**config.mk**
```make
export PLATFORM = sky130hd
export DESIGN_NAME = ifetch_queue_flat
export DESIGN_NICKNAME = d
export VERILOG_FILES = /design/src/rtl/ifetch_queue_if.sv /design/src/rtl/ifetch_queue.sv /design/src/flat_wrapper.sv
export SDC_FILE = /design/constraint.sdc
export NUM_CORES = 1
export LEC_CHECK = 0
export CORE_ASPECT_RATIO = 1.5
export CORE_MARGIN = 2
export CORE_UTILIZATION = 27
export CTS_BUF_LIST = sky130_fd_sc_hd__clkbuf_2 sky130_fd_sc_hd__clkbuf_4 sky130_fd_sc_hd__clkbuf_8
export CTS_CLUSTER_SIZE = 12
export DETAILED_ROUTE_END_ITERATION = 6
export REMOVE_ABC_BUFFERS = 1
export SYNTH_ARGS = -nofsm -noshare
export SYNTH_HDL_FRONTEND = slang
export SYNTH_SLANG_ARGS = --single-unit
export TNS_END_PERCENT = 50
```
**constraint.sdc**
```tcl
create_clock -name clk -period 5.1 [get_ports clk]
set_clock_uncertainty 0.15 [all_clocks]
set_input_delay 0.765 -clock clk [delete_from_list [all_inputs] [get_ports clk]]
set_output_delay 0.765 -clock clk [all_outputs]
set_load 0.1 [all_outputs]
```
**src/rtl/ifetch_queue_if.sv**
```systemverilog
// ifetch_queue_if: IMEM request/response, MEM redirect and ID handshake signals of ifetch_queue.
// master = fetch front end, slave = environment (IMEM, MEM stage, ID stage).
interface ifetch_queue_if #(
    parameter int XLEN  = 32,
    parameter int DEPTH = 4
);
    localparam int OCC_W = $clog2(DEPTH + 1);

    logic             imem_req;
    logic [XLEN-1:0]  imem_addr;
    logic             imem_gnt;
    logic             imem_rvalid;
    logic [31:0]      imem_rdata;
    logic             redirect_valid;
    logic [XLEN-1:0]  redirect_pc;
    logic             id_valid;
    logic             id_ready;
    logic [31:0]      id_inst;
    logic [XLEN-1:0]  id_pc;
    logic [OCC_W-1:0] occupancy;

    modport master (
        output imem_req, imem_addr,
        input  imem_gnt, imem_rvalid, imem_rdata,
        input  redirect_valid, redirect_pc,
        output id_valid, id_inst, id_pc, occupancy,
        input  id_ready
    );

    modport slave (
        input  imem_req, imem_addr,
        output imem_gnt, imem_rvalid, imem_rdata,
        output redirect_valid, redirect_pc,
        input  id_valid, id_inst, id_pc, occupancy,
        output id_ready
    );
endinterface

```
**src/rtl/ifetch_queue.sv**
```systemverilog
// ifetch_queue: fetch-PC generator, credit-limited IMEM requester and DEPTH-entry in-order queue to ID.
// Define IFQ_BYPASS_EN to forward a response to ID in the same cycle when the queue is empty.
module ifetch_queue #(
    parameter int              XLEN     = 32,
    parameter int              DEPTH    = 4,
    parameter logic [XLEN-1:0] RESET_PC = '0
) (
    input  logic           clk,
    input  logic           reset,
    ifetch_queue_if.master bus
);
    localparam int             CNT_W   = $clog2(DEPTH + 1);
    localparam int             PTR_W   = $clog2(DEPTH);
    localparam logic [CNT_W:0] DEPTH_W = (CNT_W + 1)'(DEPTH);
    localparam logic [31:0]    NOP     = 32'h0000_0013;

    typedef enum logic [1:0] {BOOT, FETCH, DRAIN} state_t;

    state_t           state_reg, state_next;
    logic [XLEN-1:0]  fetch_pc_reg, resp_pc_reg;
    logic [CNT_W-1:0] count_reg, count_next;
    logic [CNT_W-1:0] outstanding_reg, outstanding_next;
    logic [CNT_W-1:0] discard_reg, discard_next;
    logic [PTR_W-1:0] wr_ptr_reg, rd_ptr_reg;
    logic [31:0]      inst_mem [DEPTH];
    logic [XLEN-1:0]  pc_mem [DEPTH];

    logic             redirect;
    logic [CNT_W:0]   inflight;
    logic             credit_ok;
    logic             req;
    logic             grant;
    logic             rsp;
    logic             accept;
    logic             push;
    logic             pop;
    logic             q_nonempty;
    logic             bypass_hit;
    logic             bypass_take;

    assign redirect   = bus.redirect_valid;
    assign q_nonempty = (count_reg != '0);
    // Credit counts queued plus in-flight words so every response always has a free slot.
    assign inflight   = {1'b0, count_reg} + {1'b0, outstanding_reg};
    assign credit_ok  = (inflight < DEPTH_W);
    assign grant      = req && bus.imem_gnt;
    // A response with nothing outstanding is a protocol error and is ignored.
    assign rsp        = bus.imem_rvalid && (outstanding_reg != '0);
    assign accept     = rsp && (discard_reg == '0) && !redirect;

`ifdef IFQ_BYPASS_EN
    assign bypass_hit  = accept && !q_nonempty;
    assign bypass_take = bypass_hit && bus.id_ready;
`else
    assign bypass_hit  = 1'b0;
    assign bypass_take = 1'b0;
`endif

    assign push = accept && !bypass_take;
    assign pop  = q_nonempty && bus.id_ready && !redirect;

    always_comb begin
        outstanding_next = outstanding_reg;
        if (grant && !rsp)
            outstanding_next = outstanding_reg + CNT_W'(1);
        else if (rsp && !grant)
            outstanding_next = outstanding_reg - CNT_W'(1);
    end

    // A redirect drops everything still in flight, including a word returning this cycle.
    always_comb begin
        discard_next = discard_reg;
        if (redirect)
            discard_next = outstanding_next;
        else if (rsp && (discard_reg != '0))
            discard_next = discard_reg - CNT_W'(1);
    end

    always_comb begin
        count_next = count_reg;
        if (redirect)
            count_next = '0;
        else if (push && !pop)
            count_next = count_reg + CNT_W'(1);
        else if (pop && !push)
            count_next = count_reg - CNT_W'(1);
    end

    always_ff @(posedge clk) begin
        if (reset)
            state_reg <= BOOT;
        else
            state_reg <= state_next;
    end

    always_comb begin
        state_next = state_reg;
        case (state_reg)
            BOOT:  state_next = FETCH;
            FETCH: if (redirect && (outstanding_next != '0)) state_next = DRAIN;
            DRAIN: if (discard_next == '0) state_next = FETCH;
            default: state_next = BOOT;
        endcase
    end

    always_comb begin
        req           = (state_reg != BOOT) && !redirect && credit_ok;
        bus.imem_req  = req;
        bus.imem_addr = fetch_pc_reg;
        bus.occupancy = count_reg;
        bus.id_valid  = q_nonempty || bypass_hit;
        bus.id_inst   = NOP;
        bus.id_pc     = '0;
        if (q_nonempty) begin
            bus.id_inst = inst_mem[rd_ptr_reg];
            bus.id_pc   = pc_mem[rd_ptr_reg];
        end else if (bypass_hit) begin
            bus.id_inst = bus.imem_rdata;
            bus.id_pc   = resp_pc_reg;
        end
    end

    always_ff @(posedge clk) begin
        if (reset) begin
            fetch_pc_reg    <= RESET_PC;
            resp_pc_reg     <= RESET_PC;
            count_reg       <= '0;
            outstanding_reg <= '0;
            discard_reg     <= '0;
            wr_ptr_reg      <= '0;
            rd_ptr_reg      <= '0;
        end else begin
            count_reg       <= count_next;
            outstanding_reg <= outstanding_next;
            discard_reg     <= discard_next;
            if (redirect) begin
                fetch_pc_reg <= bus.redirect_pc;
                resp_pc_reg  <= bus.redirect_pc;
                wr_ptr_reg   <= '0;
                rd_ptr_reg   <= '0;
            end else begin
                if (grant)  fetch_pc_reg <= fetch_pc_reg + XLEN'(4);
                if (accept) resp_pc_reg  <= resp_pc_reg + XLEN'(4);
                if (push)   wr_ptr_reg   <= wr_ptr_reg + PTR_W'(1);
                if (pop)    rd_ptr_reg   <= rd_ptr_reg + PTR_W'(1);
            end
        end
    end

    // Storage carries no reset; count gates every read.
    always_ff @(posedge clk) begin
        if (push) begin
            inst_mem[wr_ptr_reg] <= bus.imem_rdata;
            pc_mem[wr_ptr_reg]   <= resp_pc_reg;
        end
    end
endmodule

```
**src/flat_wrapper.sv**
```systemverilog
// flat-port wrapper written by rule: the top's interface ports become plain ports
module ifetch_queue_flat 
#(
    parameter int              XLEN     = 32,
    parameter int              DEPTH    = 4,
    parameter logic [XLEN-1:0] RESET_PC = '0
)
  (clk, reset, bus_imem_req, bus_imem_addr, bus_imem_gnt, bus_imem_rvalid, bus_imem_rdata, bus_redirect_valid, bus_redirect_pc, bus_id_valid, bus_id_inst, bus_id_pc, bus_occupancy, bus_id_ready);
  ifetch_queue_if #(.XLEN(XLEN), .DEPTH(DEPTH)) bus_i ();
  input  logic clk;
  input  logic reset;
  output wire logic [$bits(bus_i.imem_req)-1:0] bus_imem_req;
  output wire logic [$bits(bus_i.imem_addr)-1:0] bus_imem_addr;
  input wire logic [$bits(bus_i.imem_gnt)-1:0] bus_imem_gnt;
  input wire logic [$bits(bus_i.imem_rvalid)-1:0] bus_imem_rvalid;
  input wire logic [$bits(bus_i.imem_rdata)-1:0] bus_imem_rdata;
  input wire logic [$bits(bus_i.redirect_valid)-1:0] bus_redirect_valid;
  input wire logic [$bits(bus_i.redirect_pc)-1:0] bus_redirect_pc;
  output wire logic [$bits(bus_i.id_valid)-1:0] bus_id_valid;
  output wire logic [$bits(bus_i.id_inst)-1:0] bus_id_inst;
  output wire logic [$bits(bus_i.id_pc)-1:0] bus_id_pc;
  output wire logic [$bits(bus_i.occupancy)-1:0] bus_occupancy;
  input wire logic [$bits(bus_i.id_ready)-1:0] bus_id_ready;
  assign bus_imem_req = bus_i.imem_req;
  assign bus_imem_addr = bus_i.imem_addr;
  assign bus_i.imem_gnt = bus_imem_gnt;
  assign bus_i.imem_rvalid = bus_imem_rvalid;
  assign bus_i.imem_rdata = bus_imem_rdata;
  assign bus_i.redirect_valid = bus_redirect_valid;
  assign bus_i.redirect_pc = bus_redirect_pc;
  assign bus_id_valid = bus_i.id_valid;
  assign bus_id_inst = bus_i.id_inst;
  assign bus_id_pc = bus_i.id_pc;
  assign bus_occupancy = bus_i.occupancy;
  assign bus_i.id_ready = bus_id_ready;
  ifetch_queue #(.XLEN(XLEN), .DEPTH(DEPTH), .RESET_PC(RESET_PC)) u_core (.clk(clk), .reset(reset), .bus(bus_i));
endmodule
```
==> results.md <==
* Clk sinks at 337
* Post-synth EDFFs at 256
* Unique masters post-synth at 52
* Worst-Skew Late Latency at 0.60 ns
* Internal power at 0.004896 W
* First-pass GRT wire length at 52880 um
* DR DRC count at 0
* Most common cell after layout, fill and taps aside: edfxtp_1
* Pin count of the biggest net entering global routing at 69
* Via density at 4.601
* Clock Tree Root: clkbuf_8
* Synthesized instance count at 948
* Worst endpoint data arrival time at 3.66 ns
* Commonest non-fill, non-tap cells in the layout: 256 x edfxtp_1, 167 x clkdlybuf4s50_1, 79 x dfxtp_1
* Clock slew at reported path FFs at 0.06 ns
* Antenna violations before repair at 2
* WL per Instance at 18.89 um
* TritonRoute pass-1 iters at 5
* GR Util met3 at 0.02109
* Layout area overhead at 26.27%
* # H-tree levels at 2
* Fillers at 4993
* Post_cts resized at 0
* Combinational Power Share at 0.206
* Ports at 171
* Yosys reg bits at 337
* P per Cell Area at 402.5 nW/um^2
* Detailed placer's ending HPWL at 22910 um
* Num rows at 102
* Setup violators final at 0
* CP Class: flip-flop to output port
* Setup crit start kind: flip-flop
* LEAKAGE at 5.695 nW
* Remaining Overflow, GRT at 0
* Met1 Track Usage GR at 0.1581
* Cell area after synthesis at 13970 sq um
* Placer Congestion at 0.7983
* Vias in the first global route at 8884
* Largest regs: u_core.inst_mem (128), u_core.pc_mem (128)
* Asr flop ratio synth at 0
* Post-layout min period at 4.577 ns
* Worst setup EP type: output port
* Final core occ at 0.3430
* DRT antenna net count at 0
* Maximum root-to-sink buffer count at 3
* Tot GR Track Use at 0.1306
* Slew Viols, Final at 0
* Met2 Usage GRT at 0.2312
* Final period util at 0.8975
* Post CTS Setup Buffer Count at 0
* Final instance area at 17640 sq um
* Multi-input gate area at 4385 sq um
* Die area at 53620 sq um
* Slew HR at 0.2395
* Syn Area/Cell at 14.74 sq um
* Clk pwr share at 0.346
* Gr busiest metal: met2
* Switching share of power at 0.3104
* Register Area at 9316 sq um
* WL final at 35040 um
* Main synth FF type: edfxtp_1
* TritonCTS clock tree: yes
* Sequential share of power at 0.448
* Post-synthesis sequential area ratio at 0.6663
* Max VDD drop at 0.1991 mV
* Outcome: complete, no violations
* Final Hold Fails at 0
* Buffers on Ports at 170
* Die height at 282.6 um
* MaxCap Viol Count at 0
* Die X at 189.7 um
* Starting DRT DRC Count at 468
* Dpl cell area at 16500 sq um
* YS warnings at 0
* Unrepaired setup endpoints after global routing: no
* Nets at 1219
* Number of CTS-inserted buffers at 52
* CTS hold repair buffers at 0
* Hold crit path type: flip-flop to flip-flop
* Worst EP required at 4.18 ns
* Switching Power at 0.002204 W
* Layout cells sized above 1 at 0.1614
* Fmax at 218.5 MHz
* Core Area at 51430 sq um
* Initial Util at 0.2716
* Slew @ Worst Pin at 1.130 ns
* Total negative setup slack at 0 ns
* Tot Pwr at 0.007100 W
* Via count at 8535
* CP max FO at 63
-- final timing paths --
check / to / from / slack [ns] / cells past startpoint
worst min-delay path: u_core.bus.imem_addr[1]$_SDFFE_PP0P_ / u_core.bus.imem_addr[1]$_SDFFE_PP0P_ / 0.35 / 2
worst max register to register: u_core.bus.occupancy[2]$_SDFFE_PP0P_ / u_core.bus.occupancy[0]$_SDFFE_PP0P_ / 1.43 / 10
worst max-delay path: bus_id_pc[16] / u_core.bus.occupancy[0]$_SDFFE_PP0P_ / 0.52 / 4
worst min register to register: u_core.bus.imem_addr[1]$_SDFFE_PP0P_ / u_core.bus.imem_addr[1]$_SDFFE_PP0P_ / 0.35 / 2
-- per-stage QoR --
stage | std cells | hold WS (ns) | setup WS (ns)
finish | 1855 | 0.3455 | 0.5230
global route | 1855 | 0.3582 | 0.2312
CTS | 1853 | 0.3370 | 0.2751
detailed placement | 1756 | 0.3282 | 0.9414
global placement | 1756 | 0.3242 | 0.9672
floorplan | 898 | 0.3076 | 0.2146
-- logic make-up (layout without fill, tap and decap cells) --
| group | after synthesis | in the layout | synth area share |
|---|---|---|---|
| DFF | 337 | 337 | 0.6663 |
| AOI/OAI and AO/OA | 117 | 117 | 0.05311 |
| and+or+nand+nor | 287 | 287 | 0.1082 |
| muxes | 71 | 71 | 0.1086 |
| other | 0 | 2 | 0 |
| xor gates and xnor gates | 45 | 45 | 0.02821 |
| adders and majority gates | 15 | 15 | 0.01397 |
| buffers and inverters | 76 | 305 | 0.02158 |
-- cell type report --
type | instances | share of cell area
sequential | 337 | 0.5281
multi-input combinational | 535 | 0.2486
timing repair buffer | 182 | 0.1051
clock buffer | 73 | 0.05093
tap | 676 | 0.04795
clock inverter | 24 | 0.01348
inverter | 26 | 0.005532
antenna | 2 | 0.0002837
-- synth_stat cells, drive strengths merged, types with 4 or more instances --
master	n	area [sq um]
a211oi	14	105.1
a21boi	15	112.6
a21oi	37	185.2
a31oi	14	87.58
and2	63	394.1
and3	16	100.1
and4	6	52.55
buf	11	57.55
clkbuf	39	146.4
dfxtp	81	1622
edfxtp	256	7687
ha	14	175.2
inv	26	97.59
mux2	5	56.30
mux4	64	1441
nand2	64	240.2
nand3	27	135.1
nand4	16	100.1
nor2	48	180.2
nor3	13	76.33
nor4	7	43.79
o21ai	17	85.08
o21bai	4	30.03
or2	4	25.02
or3	10	62.56
xnor2	19	166.4
xor2	26	227.7
-- critical path, stage by stage (launching register included) --
cell             delay, ns
dfxtp_1               0.39
nor3_1                0.68
inv_2                 0.61
and2_1                0.37
clkdlybuf4s50_1       0.98
-- power by group through the flow --
stage	sequential (W)	combinational, W	clock [W]
global placement	0.00323	0.00146	0
CTS	0.00318	0.00148	0.00255
floorplan	0.00335	0.000917	0
finish	0.00318	0.00146	0.00246
detailed placement	0.00324	0.00148	0
global route	0.00320	0.00155	0.00265
-- routing by layer --
layer  up-vias  wire length (um)
li1       3985                 -
met1      4273             14630
met2       217             17850
met3        60              1451
met4         0              1115
met5         -                 0
Note: power is estimated with default switching activity, not from simulation.
